==> config.mk <==
export PLATFORM = sky130hd
export DESIGN_NAME = core_cycle_sequencer
export DESIGN_NICKNAME = d
export VERILOG_FILES = /design/src/rtl/core_cycle_pkg.sv /design/src/rtl/onehot_n_encode.sv /design/src/rtl/core_cycle_sequencer.sv
export SDC_FILE = /design/constraint.sdc
export NUM_CORES = 1
export LEC_CHECK = 0
export ABC_AREA = 1
export BUFFER_PORTS_ARGS = -buffer_cell sky130_fd_sc_hd__buf_4
export CAP_MARGIN = 25
export CORE_ASPECT_RATIO = 0.75
export CORE_MARGIN = 2
export CORE_UTILIZATION = 30
export DETAILED_ROUTE_END_ITERATION = 6
export HOLD_SLACK_MARGIN = 0.06
export PLACE_DENSITY = 0.64
export SYNTH_ARGS = -nofsm -noshare
export SYNTH_HDL_FRONTEND = slang
export SYNTH_HIERARCHICAL = 1
export SYNTH_SLANG_ARGS = --single-unit
==> constraint.sdc <==
create_clock -name CLK -period 4.5 [get_ports CLK]
set_input_delay 0.45 -clock CLK [delete_from_list [all_inputs] [get_ports CLK]]
set_output_delay 0.45 -clock CLK [all_outputs]
set_load 0.02 [all_outputs]
==> src/rtl/core_cycle_pkg.sv <==
// Shared types, default timing and the syllable parity helper for the core memory cycle sequencer.
package core_cycle_pkg;

    typedef enum logic [2:0] {
        S_IDLE,
        S_ADDR,
        S_READ,
        S_WRITE,
        S_RECOVER
    } state_t;

    localparam int W_DEF     = 28;
    localparam int T_RD_DEF  = 3;
    localparam int T_WR_DEF  = 3;
    localparam int T_REC_DEF = 2;

    // A syllable is good when it carries an odd number of ones; zero-extension does not change that.
    function automatic logic syl_odd(input logic [63:0] syl);
        return ^syl;
    endfunction

endpackage

==> src/rtl/onehot_n_encode.sv <==
// Active-low one-hot select group to binary index, with a flag that exactly one line is low.
module onehot_n_encode (
    input  logic [7:0] sel_n,
    output logic [2:0] idx,
    output logic       valid
);

    logic [7:0] act;

    always_comb begin
        act = ~sel_n;
        idx = '0;
        for (int i = 0; i < 8; i++) begin
            if (act[i]) idx = 3'(i);
        end
        valid = (act != '0) && ((act & (act - 8'd1)) == '0);
    end

endmodule

==> src/rtl/core_cycle_sequencer.sv <==
// Sequences one destructive-readout core cycle: address check, read + strobe, rewrite, recovery.
module core_cycle_sequencer
    import core_cycle_pkg::*;
#(
    parameter int W     = W_DEF,
    parameter int T_RD  = T_RD_DEF,
    parameter int T_WR  = T_WR_DEF,
    parameter int T_REC = T_REC_DEF
) (
    input  logic         CLK,
    input  logic         RESETN,
    input  logic         START,
    input  logic         WRMODE,
    input  logic [W-1:0] WDATA,
    input  logic [7:0]   AXN,
    input  logic [7:0]   AX0N,
    input  logic [7:0]   AYN,
    input  logic [W-1:0] SENSE,
    output logic [5:0]   XSEL,
    output logic [2:0]   YSEL,
    output logic         XRD,
    output logic         YRD,
    output logic         XWR,
    output logic         YWR,
    output logic         STROBE,
    output logic [W-1:0] INHN,
    output logic [W-1:0] RDATA,
    output logic         BUSY,
    output logic         DONE,
    output logic         ADDRERR,
    output logic         PARERR
);

    state_t       state, state_nx;
    logic [7:0]   cnt, cnt_nx;
    logic [5:0]   xsel_nx;
    logic [2:0]   ysel_nx;
    logic [W-1:0] rdata_nx, wdata_l, wdata_nx;
    logic         wrmode_l, wrmode_nx, parerr_nx, done_nx, addrerr_nx;

    logic [2:0] ones_idx, eights_idx, y_idx;
    logic       ones_ok, eights_ok, y_ok;

    onehot_n_encode u_ones   (.sel_n(AXN),  .idx(ones_idx),   .valid(ones_ok));
    onehot_n_encode u_eights (.sel_n(AX0N), .idx(eights_idx), .valid(eights_ok));
    onehot_n_encode u_y      (.sel_n(AYN),  .idx(y_idx),      .valid(y_ok));

    always_ff @(posedge CLK) begin
        if (!RESETN) begin
            state    <= S_IDLE;
            cnt      <= '0;
            XSEL     <= '0;
            YSEL     <= '0;
            RDATA    <= '0;
            PARERR   <= 1'b0;
            DONE     <= 1'b0;
            ADDRERR  <= 1'b0;
            wdata_l  <= '0;
            wrmode_l <= 1'b0;
        end else begin
            state    <= state_nx;
            cnt      <= cnt_nx;
            XSEL     <= xsel_nx;
            YSEL     <= ysel_nx;
            RDATA    <= rdata_nx;
            PARERR   <= parerr_nx;
            DONE     <= done_nx;
            ADDRERR  <= addrerr_nx;
            wdata_l  <= wdata_nx;
            wrmode_l <= wrmode_nx;
        end
    end

    // One down-counter serves READ, WRITE and RECOVER; it is reloaded on every state entry.
    always_comb begin
        state_nx   = state;
        cnt_nx     = cnt;
        xsel_nx    = XSEL;
        ysel_nx    = YSEL;
        rdata_nx   = RDATA;
        parerr_nx  = PARERR;
        wdata_nx   = wdata_l;
        wrmode_nx  = wrmode_l;
        done_nx    = 1'b0;
        addrerr_nx = 1'b0;
        case (state)
            S_IDLE: begin
                if (START) begin
                    state_nx  = S_ADDR;
                    wdata_nx  = WDATA;
                    wrmode_nx = WRMODE;
                    parerr_nx = 1'b0;
                end
            end
            S_ADDR: begin
                if (ones_ok && eights_ok && y_ok) begin
                    xsel_nx  = {eights_idx, ones_idx};
                    ysel_nx  = y_idx;
                    cnt_nx   = 8'(T_RD - 1);
                    state_nx = S_READ;
                end else begin
                    done_nx    = 1'b1;
                    addrerr_nx = 1'b1;
                    state_nx   = S_IDLE;
                end
            end
            S_READ: begin
                if (cnt == '0) begin
                    rdata_nx = SENSE;
                    if (!wrmode_l && !(syl_odd(64'(SENSE[W/2-1:0])) && syl_odd(64'(SENSE[W-1:W/2]))))
                        parerr_nx = 1'b1;
                    cnt_nx   = 8'(T_WR - 1);
                    state_nx = S_WRITE;
                end else begin
                    cnt_nx = cnt - 8'd1;
                end
            end
            S_WRITE: begin
                if (cnt == '0) begin
                    cnt_nx   = 8'(T_REC - 1);
                    state_nx = S_RECOVER;
                end else begin
                    cnt_nx = cnt - 8'd1;
                end
            end
            S_RECOVER: begin
                if (cnt == '0) begin
                    done_nx  = 1'b1;
                    state_nx = S_IDLE;
                end else begin
                    cnt_nx = cnt - 8'd1;
                end
            end
            default: state_nx = S_IDLE;
        endcase
    end

    // Drives decode straight from state, so read and write enables can never overlap.
    assign XRD    = (state == S_READ);
    assign YRD    = (state == S_READ);
    assign XWR    = (state == S_WRITE);
    assign YWR    = (state == S_WRITE);
    assign STROBE = (state == S_READ) && (cnt == '0);
    assign INHN   = (state == S_WRITE) ? (wrmode_l ? wdata_l : RDATA) : '1;
    assign BUSY   = (state != S_IDLE);

endmodule

# --- Word level (Yosys, flattened, before mapping) ---
# Cells that the tools add are included.
totals:
  out_inout_bits: 74
  regBits: 80
  word_cells: 102
  in_bits: 84
classes:
  bitwise: 6
  n_reduce_logical: 30
  addsub: 4
  muxes: 41
  n_eq_ne: 11
op_table:
  columns: ["op", "n"]
  rows:
  - ["XOR reduction 64 bit", 2]
  - ["two-way mux 28 bit", 2]
  - ["two-way mux 3 bit", 16]
  - ["logical NOT 8 bit", 4]
  - ["two-way mux 8 bit", 4]
  - ["one-hot mux 8 bit (4 select lines)", 1]
  - ["subtractor 8 x 1 -> 8 bit (second input constant)", 4]
  - ["AND 8 bit", 3]
  - ["inverter 8 bit", 3]
  - ["nonzero test 8 bit", 3]
  - ["one-hot mux 3 bit (5 select lines)", 1]
  - ["two-way mux 2 bit", 7]
  - ["logical AND 1 bit", 8]
  - ["two-way mux 1 bit", 8]
  - ["!= test 2 bit (second input constant)", 4]
  - ["AND reduction 2 bit", 4]
  - ["AND reduction 4 bit", 2]
  - ["equality test 3 x 2 -> 1 bit (second input constant)", 2]
  - ["!= test 2 x 1 -> 1 bit (second input constant)", 3]
  - ["one-hot mux 1 bit (2 select lines)", 2]
  - ["nonzero test 4 bit", 1]
  - ["equality test 3 x 1 -> 1 bit (second input constant)", 1]
  - ["equality test 3 bit (second input constant)", 1]
  - ["logical NOT 3 bit", 1]
  - ["other kinds (4)", 5]

# --- Longest topological paths before layout ---
depth:
  ltp_word: 9
  mapped_depth: 15
  ltp_nobuf: 15

# --- Hierarchy ---
# Netlist, hierarchy kept.
by_module_without_submodules:
  columns: ["mod", "cells_per_inst", "instances", "area_each_um2", "seq_area_each_um2"]
  rows:
  - ["core_cycle_sequencer", 578, 1, 3960.0, 1601.5]
  - ["onehot_n_encode", 32, 3, 147.6, 0.0]

# --- Worst setup path before layout ---
# No wires, ideal clock.
synth_path:
  kind: "register -> output"
  startpoint: "register cnt[0]"
  endpoint: "output port STROBE"
  stages_incl_launch_ff: 9
  t_arrival_ns: 1.291
  path_slack_ns: 2.759
  n_path_buf: 2
  required_time_ns: 4.050
  path_cell_list: "dfxtp_1 -> inv_1 -> ha_1 -> nand3_1 -> nor2_4 -> inv_2 -> nor2_4 -> buf_4 -> buf_4"
synth_between:
  elab_chain_cells: 2
synth_lines:
  columns: ["element", "line", "source"]
  rows:
  - ["start, declared", "core_cycle_sequencer.sv:35", "logic [7:0] cnt, cnt_nx;"]
  - ["start signal, assigned", "core_cycle_sequencer.sv:62", "cnt <= cnt_nx;"]
  - ["logical NOT 8 bit", "core_cycle_sequencer.sv:143", "assign STROBE = (state == S_READ) && (cnt == '0);"]
  - ["logical AND 1 bit", "core_cycle_sequencer.sv:143", null]
  - ["end, declared", "core_cycle_sequencer.sv:25", "output logic STROBE,"]
# No other way between the ends.

# --- Worst setup path in the final report ---
layout_path:
  startpoint: "register state[1]"
  endpoint: "output port INHN[5]"
layout_between:
  elab_chain_cells: 2
layout_lines:
  columns: ["element", "line", "source"]
  rows:
  - ["start, declared", "core_cycle_sequencer.sv:34", "state_t state, state_nx;"]
  - ["start signal, assigned", "core_cycle_sequencer.sv:61", "state <= state_nx;"]
  - ["equality test 3 x 2 -> 1 bit", "core_cycle_sequencer.sv:144", "assign INHN = (state == S_WRITE) ? (wrmode_l ? wdata_l : RDATA) : '1;"]
  - ["two-way mux 28 bit", "core_cycle_sequencer.sv:144", null]
  - ["end, declared", "core_cycle_sequencer.sv:26", "output logic [W-1:0] INHN,"]
# No other way between the ends.

==> metrics <==
1st-iter DRT viols around 220; Routed WL 12900 um; r2r setup slk approximately 2.3 ns; HPWL after detailed placement 9440 um; Post-CTS Resized 0; initial core utilization 0.306; crit path capture type output pin; maximum number of pins on one net before global-route repair 71; register area share after synthesis 0.364; ys flop type dfxtp_1; Finished Layout Cells 1020; synthesized flop and latch total 80; first-pass GRT wire length 20300 um; maximum vdd drop roughly 0.16 mV; Synthesis Warnings 6; Least-Margin Pin Slew about 0.95 ns; Hold Fails Final Rpt 0; Slew headroom 0.369; die width about 140 um; post-synthesis async set-or-reset flop share 0; final core occ 0.418; cts hold-fix bufs 0; Max H-tree Level 3; Yosys cell types 32; Synth Cell Area between 4000 and 5000 sq um; layout cells sized above 1 0.262; reg2reg path depth 9; post-synthesis cell count slightly below 700; die area roughly 16000 sq um; crit path kind flip-flop to output pin; initial antenna violation count 0; vias per inst roughly 4.4; RR Startpoint cnt[0]$_SDFFE_PN0P_; DRC 0; crit path DAT 2.18 ns; Final min period ~2.6 ns; result of the run finished, final reports clean; WL/cell roughly 13 um; final number of max-transition violations 0; Clk Latency, worst-skew pair around 0.34 ns; CP required 4.05 ns; Core Rows 38; vias in the first global route slightly above 4k; CTS Sinks 80; Worst Skew 0.00899 ns; Setup TNS Final 0 ns; Area growth, synth to finish 36.8%; Pwr per Cell Area around 290 nW/um^2; port bufs about 160; via count 4538; Design Power 1.73 mW; net total in the final layout between 900 and 1k; most frequent cell after synthesis nand2_1; Fillers ~1.5k; Max Freq between 300 and 400 MHz; TritonCTS clock tree yes; final worst slack about 1.9 ns; Pre-Repair DR Iteration Count 4; final setup vio count 0; worst slack at placement 2.22 ns; Worst Min Path Start SENSE[13]; Overall Global Routing Usage 0.165; Pleak about 2.9 nW; Hold Crit Depth 3; clk root buf clkbuf_16; worst-path fanout max 17; period utilization 0.585; RSZ-0062 raised after global routing no; Placed Cells 1004; clk buf depth 2; die height 109 um; n_diodes 0; Hold EP RDATA[13]$_SDFFE_PN0P_; Post-synth top cells nand2_1, inv_1, dfxtp_1; FF/Latch Area between 1500 and 2000 sq um; io pins roughly 160; Worst-path clk slew around 0.06 ns; grt ovf 0; Core Area 14400 sq um; average size of a mapped cell 6.53 sq um; Worst R2R End RDATA[22]$_SDFFE_PN0P_; gp weighted congestion roughly 0.84; Synth area leader dfxtp_1; synth top area cells dfxtp_1, nand2_1, o21ai_0; number of synthesized flops with an enable pin 0; final antenna-violating net count 0; setup repair bufs after CTS 0; CP Launch Type flip-flop; maxcap violations 0; CTS buffer count 9; Synth top area share 0.364; multi-input logic area about 2300 sq um; Mapped Nets 760; min-delay worst type input pin to flip-flop
[power breakdown]
| group | leakage (nW) | switching (mW) | total (mW) | internal (mW) |
|---|---|---|---|---|
| combinational | 2.10 | 0.184 | 0.311 | 0.127 |
| sequential | 0.653 | 0.0132 | 0.753 | 0.740 |
| clock | 0.117 | 0.294 | 0.663 | 0.369 |
[worst max-delay path, cell delays in order, from the launching register on]
cell and delay, ns:
dfxtp_1 0.34, inv_1 0.07, nor2_1 0.23, nand2_2 0.12, inv_1 0.54, buf_16 0.23
o211ai_1 0.10, buf_4 0.21
[through the flow]
step | area [sq um] | hold slack [ns]
floorplan | 4400 | 0.430
global placement | 5710 | 0.441
detailed placement | 5730 | 0.445
CTS | 6000 | 0.346
global route | 6020 | 0.358
finish | 6020 | 0.352
[final cells by class]
cell class / instances / share of cell area
tap: 200 / 0.0415
multi-input combinational: 471 / 0.384
timing repair buffer: 161 / 0.207
clock inverter: 5 / 0.00582
sequential: 80 / 0.266
clock buffer: 10 / 0.0380
inverter: 93 / 0.0579
[how the worst max path moves through the flow]
stage	depth (start not counted)	slack, ns	start	to
finish	7	1.87	state[1]$_SDFFE_PN0P_	INHN[5]
global route	7	1.71	state[1]$_SDFFE_PN0P_	INHN[2]
CTS	6	1.86	state[2]$_SDFFE_PN0P_	INHN[2]
detailed placement	7	2.22	state[1]$_SDFFE_PN0P_	INHN[2]
global placement	6	2.08	state[1]$_SDFFE_PN0P_	INHN[1]
floorplan	8	2.76	cnt[0]$_SDFFE_PN0P_	STROBE
[state kept, by name, indices dropped and copies added, names as in the netlist]
register	flops
wdata_l	28
YSEL	3
XSEL	6
ADDRERR	1
DONE	1
wrmode_l	1
cnt	8
RDATA	28
PARERR	1
state	3
[placed cells by master (no fill, tap or decap)]
cell type	synthesis	layout
nand2_8	1	1
nand4_1	4	4
nand2_4	1	1
o21bai_1	6	6
clkinv_2	0	1
o21ai_2	1	1
inv_1	84	83
o21ai_1	3	3
buf_16	0	2
o21ai_0	74	74
dfxtp_1	80	80
or2_2	3	3
clkbuf_1	15	1
xnor2_1	7	7
a31oi_1	1	1
nand2_2	12	13
o211ai_1	28	28
nand2_1	169	168
ha_1	2	2
buf_4	4	159
nor2_4	5	5
clkinv_1	1	1
and2_4	1	1
nor3_1	2	2
xor2_1	4	4
a21oi_1	60	60
inv_2	8	9
nor2_2	5	5
nand3_1	16	16
clkbuf_16	0	9
o21ai_4	1	1
nor2_1	65	65
clkinvlp_4	0	4
[layer usage]
layer / GRT usage / vias to the layer above / wire (um)
li1: - / 2431 / -
met4: 0.0427 / 0 / 144
met5: 0 / - / 0
met1: 0.222 / 1974 / 6260
met2: 0.257 / 117 / 5480
met3: 0.0527 / 16 / 972
[logic make-up (layout without fill, tap and decap cells)]
group,Yosys count,in the layout,share of synthesized area
xor gates and xnor gates,11,11,0.0219
and+or+nand+nor,284,284,0.276
adders and majority gates,2,2,0.00568
DFF,80,80,0.364
AOI/OAI and AO/OA,174,174,0.221
buffers and inverters,123,269,0.112
Power figures use the tool's default switching activity.
